## config.mk

```make
export PLATFORM = sky130hd
export DESIGN_NAME = packet_framer
export DESIGN_NICKNAME = d
export VERILOG_FILES = /design/src/rtl/packet_framer.sv
export SDC_FILE = /design/constraint.sdc
export NUM_CORES = 1
export LEC_CHECK = 0
export BUFFER_PORTS_ARGS = -buffer_cell sky130_fd_sc_hd__buf_2
export CAP_MARGIN = 15
export CORE_MARGIN = 2
export CORE_UTILIZATION = 55
export CTS_CLUSTER_SIZE = 30
export DETAILED_ROUTE_END_ITERATION = 8
export HOLD_SLACK_MARGIN = 0.02
export MAX_ROUTING_LAYER = met4
export PLACE_DENSITY_LB_ADDON = 0.25
export SETUP_SLACK_MARGIN = 0.2
export SLEW_MARGIN = 5
export SYNTH_ARGS = -nofsm -noshare
export SYNTH_HDL_FRONTEND = slang
export SYNTH_SLANG_ARGS = --single-unit
```

## constraint.sdc

```tcl
create_clock -name clk -period 7.9 [get_ports clk]
set_input_delay 1.185 -clock clk [delete_from_list [all_inputs] [get_ports clk]]
set_output_delay 1.185 -clock clk [all_outputs]
set_load 0.02 [all_outputs]
```

## src/rtl/packet_framer.sv

```systemverilog
// Packet framer: prefixes each payload with an 8-byte {length, stream, seq}
// header and stamps it from a per-stream sequence counter.
module packet_framer #(
  parameter int NUM_STREAMS = 16
) (
  input  logic        clk,
  input  logic        reset,
  input  logic [15:0] cmd_stream,
  input  logic [15:0] cmd_length,
  input  logic        cmd_val,
  output logic        cmd_ready,
  output logic        cmd_err,
  input  logic [31:0] pay_data,
  input  logic        pay_val,
  output logic        pay_ready,
  output logic [31:0] out_data,
  output logic        out_val,
  input  logic        out_ready,
  output logic        out_last
);

  localparam int IW = $clog2(NUM_STREAMS);

  typedef enum logic [1:0] {IDLE, HDR0, HDR1, PAY} state_t;

  state_t        state_q;
  logic [IW-1:0] idx_q;
  logic [1:0]    rem_q;
  logic [15:0]   left_q;
  logic [31:0]   seq_q [NUM_STREAMS];
  logic [31:0]   data_q;
  logic          val_q;
  logic          last_q;
  logic          err_q;

  logic          out_acc;
  logic          pay_acc;
  logic [31:0]   seq_rd;
  logic [31:0]   pay_mask;
  logic [16:0]   len_p3;
  logic [15:0]   left_d;

  assign cmd_ready = (state_q == IDLE) && !reset;
  // left_q gating keeps the next packet's words out of this one
  assign pay_ready = (state_q == PAY) && (left_q != 16'd0)
                   && (!val_q || out_ready);
  assign out_acc   = val_q && out_ready;
  assign pay_acc   = pay_val && pay_ready;
  assign seq_rd    = seq_q[idx_q];
  assign len_p3    = {1'b0, cmd_length} + 17'd3;
  assign left_d    = {1'b0, len_p3[16:2]} - 16'd2;

  assign out_data  = data_q;
  assign out_val   = val_q;
  assign out_last  = last_q;
  assign cmd_err   = err_q;

  always_comb begin
    pay_mask = 32'hFFFF_FFFF;
    case (rem_q)
      2'd1:    pay_mask = 32'hFF00_0000;
      2'd2:    pay_mask = 32'hFFFF_0000;
      2'd3:    pay_mask = 32'hFFFF_FF00;
      default: pay_mask = 32'hFFFF_FFFF;
    endcase
  end

  always_ff @(posedge clk) begin
    if (reset) begin
      state_q <= IDLE;
      idx_q   <= '0;
      rem_q   <= '0;
      left_q  <= '0;
      data_q  <= '0;
      val_q   <= 1'b0;
      last_q  <= 1'b0;
      err_q   <= 1'b0;
      for (int i = 0; i < NUM_STREAMS; i++) begin
        seq_q[i] <= 32'd1;
      end
    end else begin
      err_q <= 1'b0;
      case (state_q)
        IDLE: begin
          if (cmd_val) begin
            if (cmd_length < 16'd8) begin
              err_q <= 1'b1;
            end else begin
              idx_q   <= cmd_stream[IW-1:0];
              rem_q   <= cmd_length[1:0];
              left_q  <= left_d;
              data_q  <= {cmd_length[7:0], cmd_length[15:8],
                          cmd_stream[7:0], cmd_stream[15:8]};
              val_q   <= 1'b1;
              last_q  <= 1'b0;
              state_q <= HDR0;
            end
          end
        end
        HDR0: begin
          if (out_acc) begin
            data_q  <= {seq_rd[7:0], seq_rd[15:8],
                        seq_rd[23:16], seq_rd[31:24]};
            last_q  <= (left_q == 16'd0);
            state_q <= HDR1;
          end
        end
        HDR1: begin
          if (out_acc) begin
            seq_q[idx_q] <= seq_rd + 32'd1;
            val_q        <= 1'b0;
            last_q       <= 1'b0;
            state_q      <= (left_q == 16'd0) ? IDLE : PAY;
          end
        end
        PAY: begin
          if (pay_acc) begin
            data_q <= (left_q == 16'd1) ? (pay_data & pay_mask)
                                        : pay_data;
            val_q  <= 1'b1;
            last_q <= (left_q == 16'd1);
            left_q <= left_q - 16'd1;
          end else if (out_acc) begin
            val_q  <= 1'b0;
            last_q <= 1'b0;
            if (last_q) state_q <= IDLE;
          end
        end
        default: state_q <= IDLE;
      endcase
    end
  end

endmodule

```

==> results by group <==
Route
  • Antenna Violating Nets Remaining: 0
  • Post-route DRC violation count: 0
  • Total wire length: 75000 µm
  • DR vias/cell: 6.53
  • 1st-iter DRT viols: around 2400
  • Drt pass-1 iters: 6
  • Wire per inst: 27.4 µm
  • Routed via count: 17900

Synthesis
  • Synth Area in Simple Gates: a little over an eighth
  • Mux cell area share after synthesis: 12.5%
  • Synth top area cells: edfxtp_1 58%, nor2_1 8.1%, mux4_2 7.4%
  • Synth warn: 0
  • Largest family of logic cells by synthesized area: simple AND/OR/NAND/NOR gates
  • Post-Syn Area: ~27000 µm²
  • Register area share after synthesis: a little over three fifths
  • Syn Area/Cell: 13.2 µm²
  • Adder-cell share of the synthesized area: less than 1%
  • FF+latch count, synth: 575
  • Area share of the largest cell type after synthesis: 57.8%
  • FFs w/ async S/R, synth: 0%
  • Post-Synthesis Cells: 2011
  • Mapped Nets: 2087
  • Compound-Gate Fraction of Synth Area: 5.72%
  • Predominant post-synthesis flop cell: edfxtp_1
  • EDFF count, synth: 512
  • Leading area contributor after synthesis: edfxtp_1
  • Netlist cell types: 76
  • Post-synthesis xor/xnor area fraction: 1.59%

Timing
  • Maximum clock frequency: between 150 and 200 MHz
  • Worst setup margin: 2.81 ns
  • Final Max Tran Viols: 0
  • Worst-margin pin slew: 1.24 ns
  • RSZ-0062 raised after global routing: false
  • Total negative slack: 0 ns
  • Min cycle time layout: 5.09 ns
  • Final Hold Vio Count: 0
  • Setup violators final: 0
  • Final Cycle Share: 64.4%
  • Max_slew headroom: 17.0%
  • Clk_skew: slightly above 0.02 ns

Critical path
  • Worst Path Buf+Inv: 2
  • Critical path cell sequence: buf_4 -> mux4_2 -> mux2i_1 -> mux2i_1 -> ha_1 -> nand3_1 -> buf_4 -> nor4_2 -> xor2_2 -> nor2_1
  • CP Capture Type: register
  • Crit Path Category: register to register
  • WP data arrival: 5.43 ns
  • Setup slack, reg-to-reg: about 2.8 ns
  • Req. time, crit path: 8.25 ns
  • Critical Path Max Stage Delay: 0.88 ns
  • Max Fanout on Critical Path: 30
  • Crit path launch type: register
  • Family with the most delay on the worst path: multiplexers
  • Max stage delay cell, worst path: dfxtp_2

Cells and area
  • Final cell count without fillers: 2741
  • Design area: roughly 29000 µm²
  • Area Growth Syn to Fin: 10.5%
  • Multi-input logic area: 9060 µm²
  • Layout cell share with drive strength beyond 1: 19.8%
  • Fill cell count: 3673
  • Sequential cell area: 16600 µm²
  • Final #Nets: 2158
  • Final core occ: roughly three fifths
  • Antenna cells: 0

Power
  • Leakage power: just over 0.01 µW
  • Pwr Density: 288 nW/µm²
  • VDD IR max: between 0.15 and 0.2 mV

Clocking
  • H-Tree Depth: 2
  • Clk buf depth: 3
  • CTS tree: yes
  • Num Clock Sinks: 575
  • Post-CTS Hold Buffers: 0
  • CTS buffer count: 60
  • Clock Root Buffer: clkbuf_16
  • Postcts setup bufs: 0
  • Clk slew on worst S/H paths: approximately 0.06 ns
  • Clk Latency, worst-skew pair: between 0.6 and 0.7 ns
  • Post-CTS sizing: 0

Placed design
  • Gpl congestion: 0.892
  • DP Worst Slack: around 2.6 ns
  • Cells after DPL: 2625
  • Port bufs: 105
  • Post-DP HPWL: 43800 µm
  • Area after DPL: 27500 µm²

GRT
  • Initial antenna violation count: 0
  • Total GRT Usage: 31.0%
  • Largest net degree at the start of global routing: between 80 and 90
  • First-pass GRT wire length: 111000 µm
  • Vias in the first global route: 17500
  • Overflow after GRT: 0

Floorplanning
  • Die area: 50200 µm²
  • Initial Util: 55.7%
  • Number of cell rows: 80
  • Die span in x: 224 µm
  • Chip height: about 220 µm
  • I/O pins: around 110
  • Core ar.: about 48000 µm²

Flow run
  • Max Cap Viol: 0

Min path
  • Worst hold path type: register to register
  • Min-delay src: left_q[10]

Outcome
  • Outcome: finished, final reports clean
stage by stage:
stage	power, µW	hold WS, ns
after CTS	8420	0.482
after floorplan	5200	0.450
after detailed placement	5790	0.469
after global placement	5750	0.464
after global routing	8760	0.508
final	8460	0.488
cell usage after synthesis, types with 5 or more instances:
| library cell | instances |
|---|---|
| a222oi_1 | 6 |
| a211oi_1 | 26 |
| or3_1 | 5 |
| nor4b_1 | 5 |
| buf_2 | 29 |
| a311oi_1 | 12 |
| a22o_1 | 14 |
| nor4_1 | 12 |
| mux4_2 | 87 |
| xor2_1 | 16 |
| nand2b_1 | 24 |
| xnor2_1 | 23 |
| nor3_1 | 24 |
| nor2_1 | 577 |
| ha_1 | 7 |
| a221oi_1 | 20 |
| dfxtp_1 | 63 |
| o21bai_1 | 6 |
| buf_12 | 7 |
| edfxtp_1 | 512 |
| clkbuf_1 | 92 |
| a22oi_1 | 24 |
| buf_4 | 8 |
| and2_1 | 10 |
| o21ai_0 | 23 |
| buf_6 | 17 |
| mux4_1 | 24 |
| nand4_1 | 15 |
| nor2_2 | 11 |
| inv_1 | 12 |
| nand3_1 | 22 |
| mux2i_1 | 69 |
| a21oi_1 | 46 |
| mux2_2 | 5 |
| a221oi_2 | 5 |
| nor2b_1 | 8 |
| nor4_2 | 6 |
| nand2_1 | 70 |
layout by cell type, fill, tap and decap left out, types with 6 or more instances in the layout:
cell	instances
o21ai_0	23
xor2_1	14
xnor2_1	20
clkinv_1	14
nor4_1	12
a211oi_1	26
nor2_2	11
buf_4	63
a22oi_1	24
nand2b_2	16
nor4_2	6
a222oi_1	6
nand2b_1	8
o21bai_1	6
a311oi_1	12
nor2_1	577
mux4_1	24
edfxtp_1	512
buf_2	105
a21oi_1	45
mux4_2	87
nand2_1	66
dfxtp_1	60
clkbuf_1	13
clkinv_2	8
inv_1	12
mux2i_1	69
ha_1	7
clkbuf_16	60
nor3_1	23
nand3_1	20
a221oi_1	20
and2_1	10
a22o_1	14
nand4_1	15
nor2b_1	8
power by group:
group	switching, µW	internal [µW]	total, µW
logic	1450	716	2160
registers	132	3500	3630
clock network	1160	1500	2670
sequential cells by signal, indices dropped and copies added, names as in the netlist, named ones only:
| name | flops |
|---|---|
| cmd_err | 1 |
| idx_q | 4 |
| left_q | 16 |
| out_data | 32 |
| out_last | 1 |
| out_val | 1 |
| rem_q | 2 |
| seq_q | 512 |
| state_q | 2 |
layer usage:
metal / share of wire, % / GRT usage (%)
met1: 39 / 41.6
met2: 46 / 47.0
met3: 12 / 6.37
met4: 3.8 / 11.6
met5: 0 / -
cells by family (layout without fill, tap and decap cells):
logic type / Yosys count / count (layout)
xor+xnor: 44 / 44
buf+inv: 176 / 291
compound gates: 206 / 206
flops: 575 / 575
simple gates: 818 / 818
fa+ha+maj: 7 / 7
mux: 185 / 185
worst reg2reg max path, cell delays in order, from the launching register on:
cell and delay, ns:
dfxtp_2 0.88, buf_4 0.48, mux4_2 0.30, mux2i_1 0.08, mux2i_1 0.63, ha_1 0.41
nand3_1 0.42, buf_4 0.35, nor4_2 0.39, xor2_2 0.77, nor2_1 0.10
final cells by class:
| class | instances | share of cell area [%] |
|---|---|---|
| flip-flops and latches | 575 | 56.6 |
| multi-input cells | 1260 | 30.8 |
| clock buffers | 80 | 5.56 |
| repair buffers | 172 | 3.62 |
| well taps | 615 | 2.62 |
| clock inverters | 26 | 0.621 |
| inverters | 13 | 0.166 |
worst paths after layout:
| kind | cells after the start | endpoint |
|---|---|---|
| worst max register to register | 10 | seq_q[0][26] |
| worst min-delay path | 2 | left_q[10] |
| worst min register to register | 2 | left_q[10] |
| worst max-delay path | 10 | seq_q[0][26] |
No activity file was read; power rests on OpenSTA's default activity.
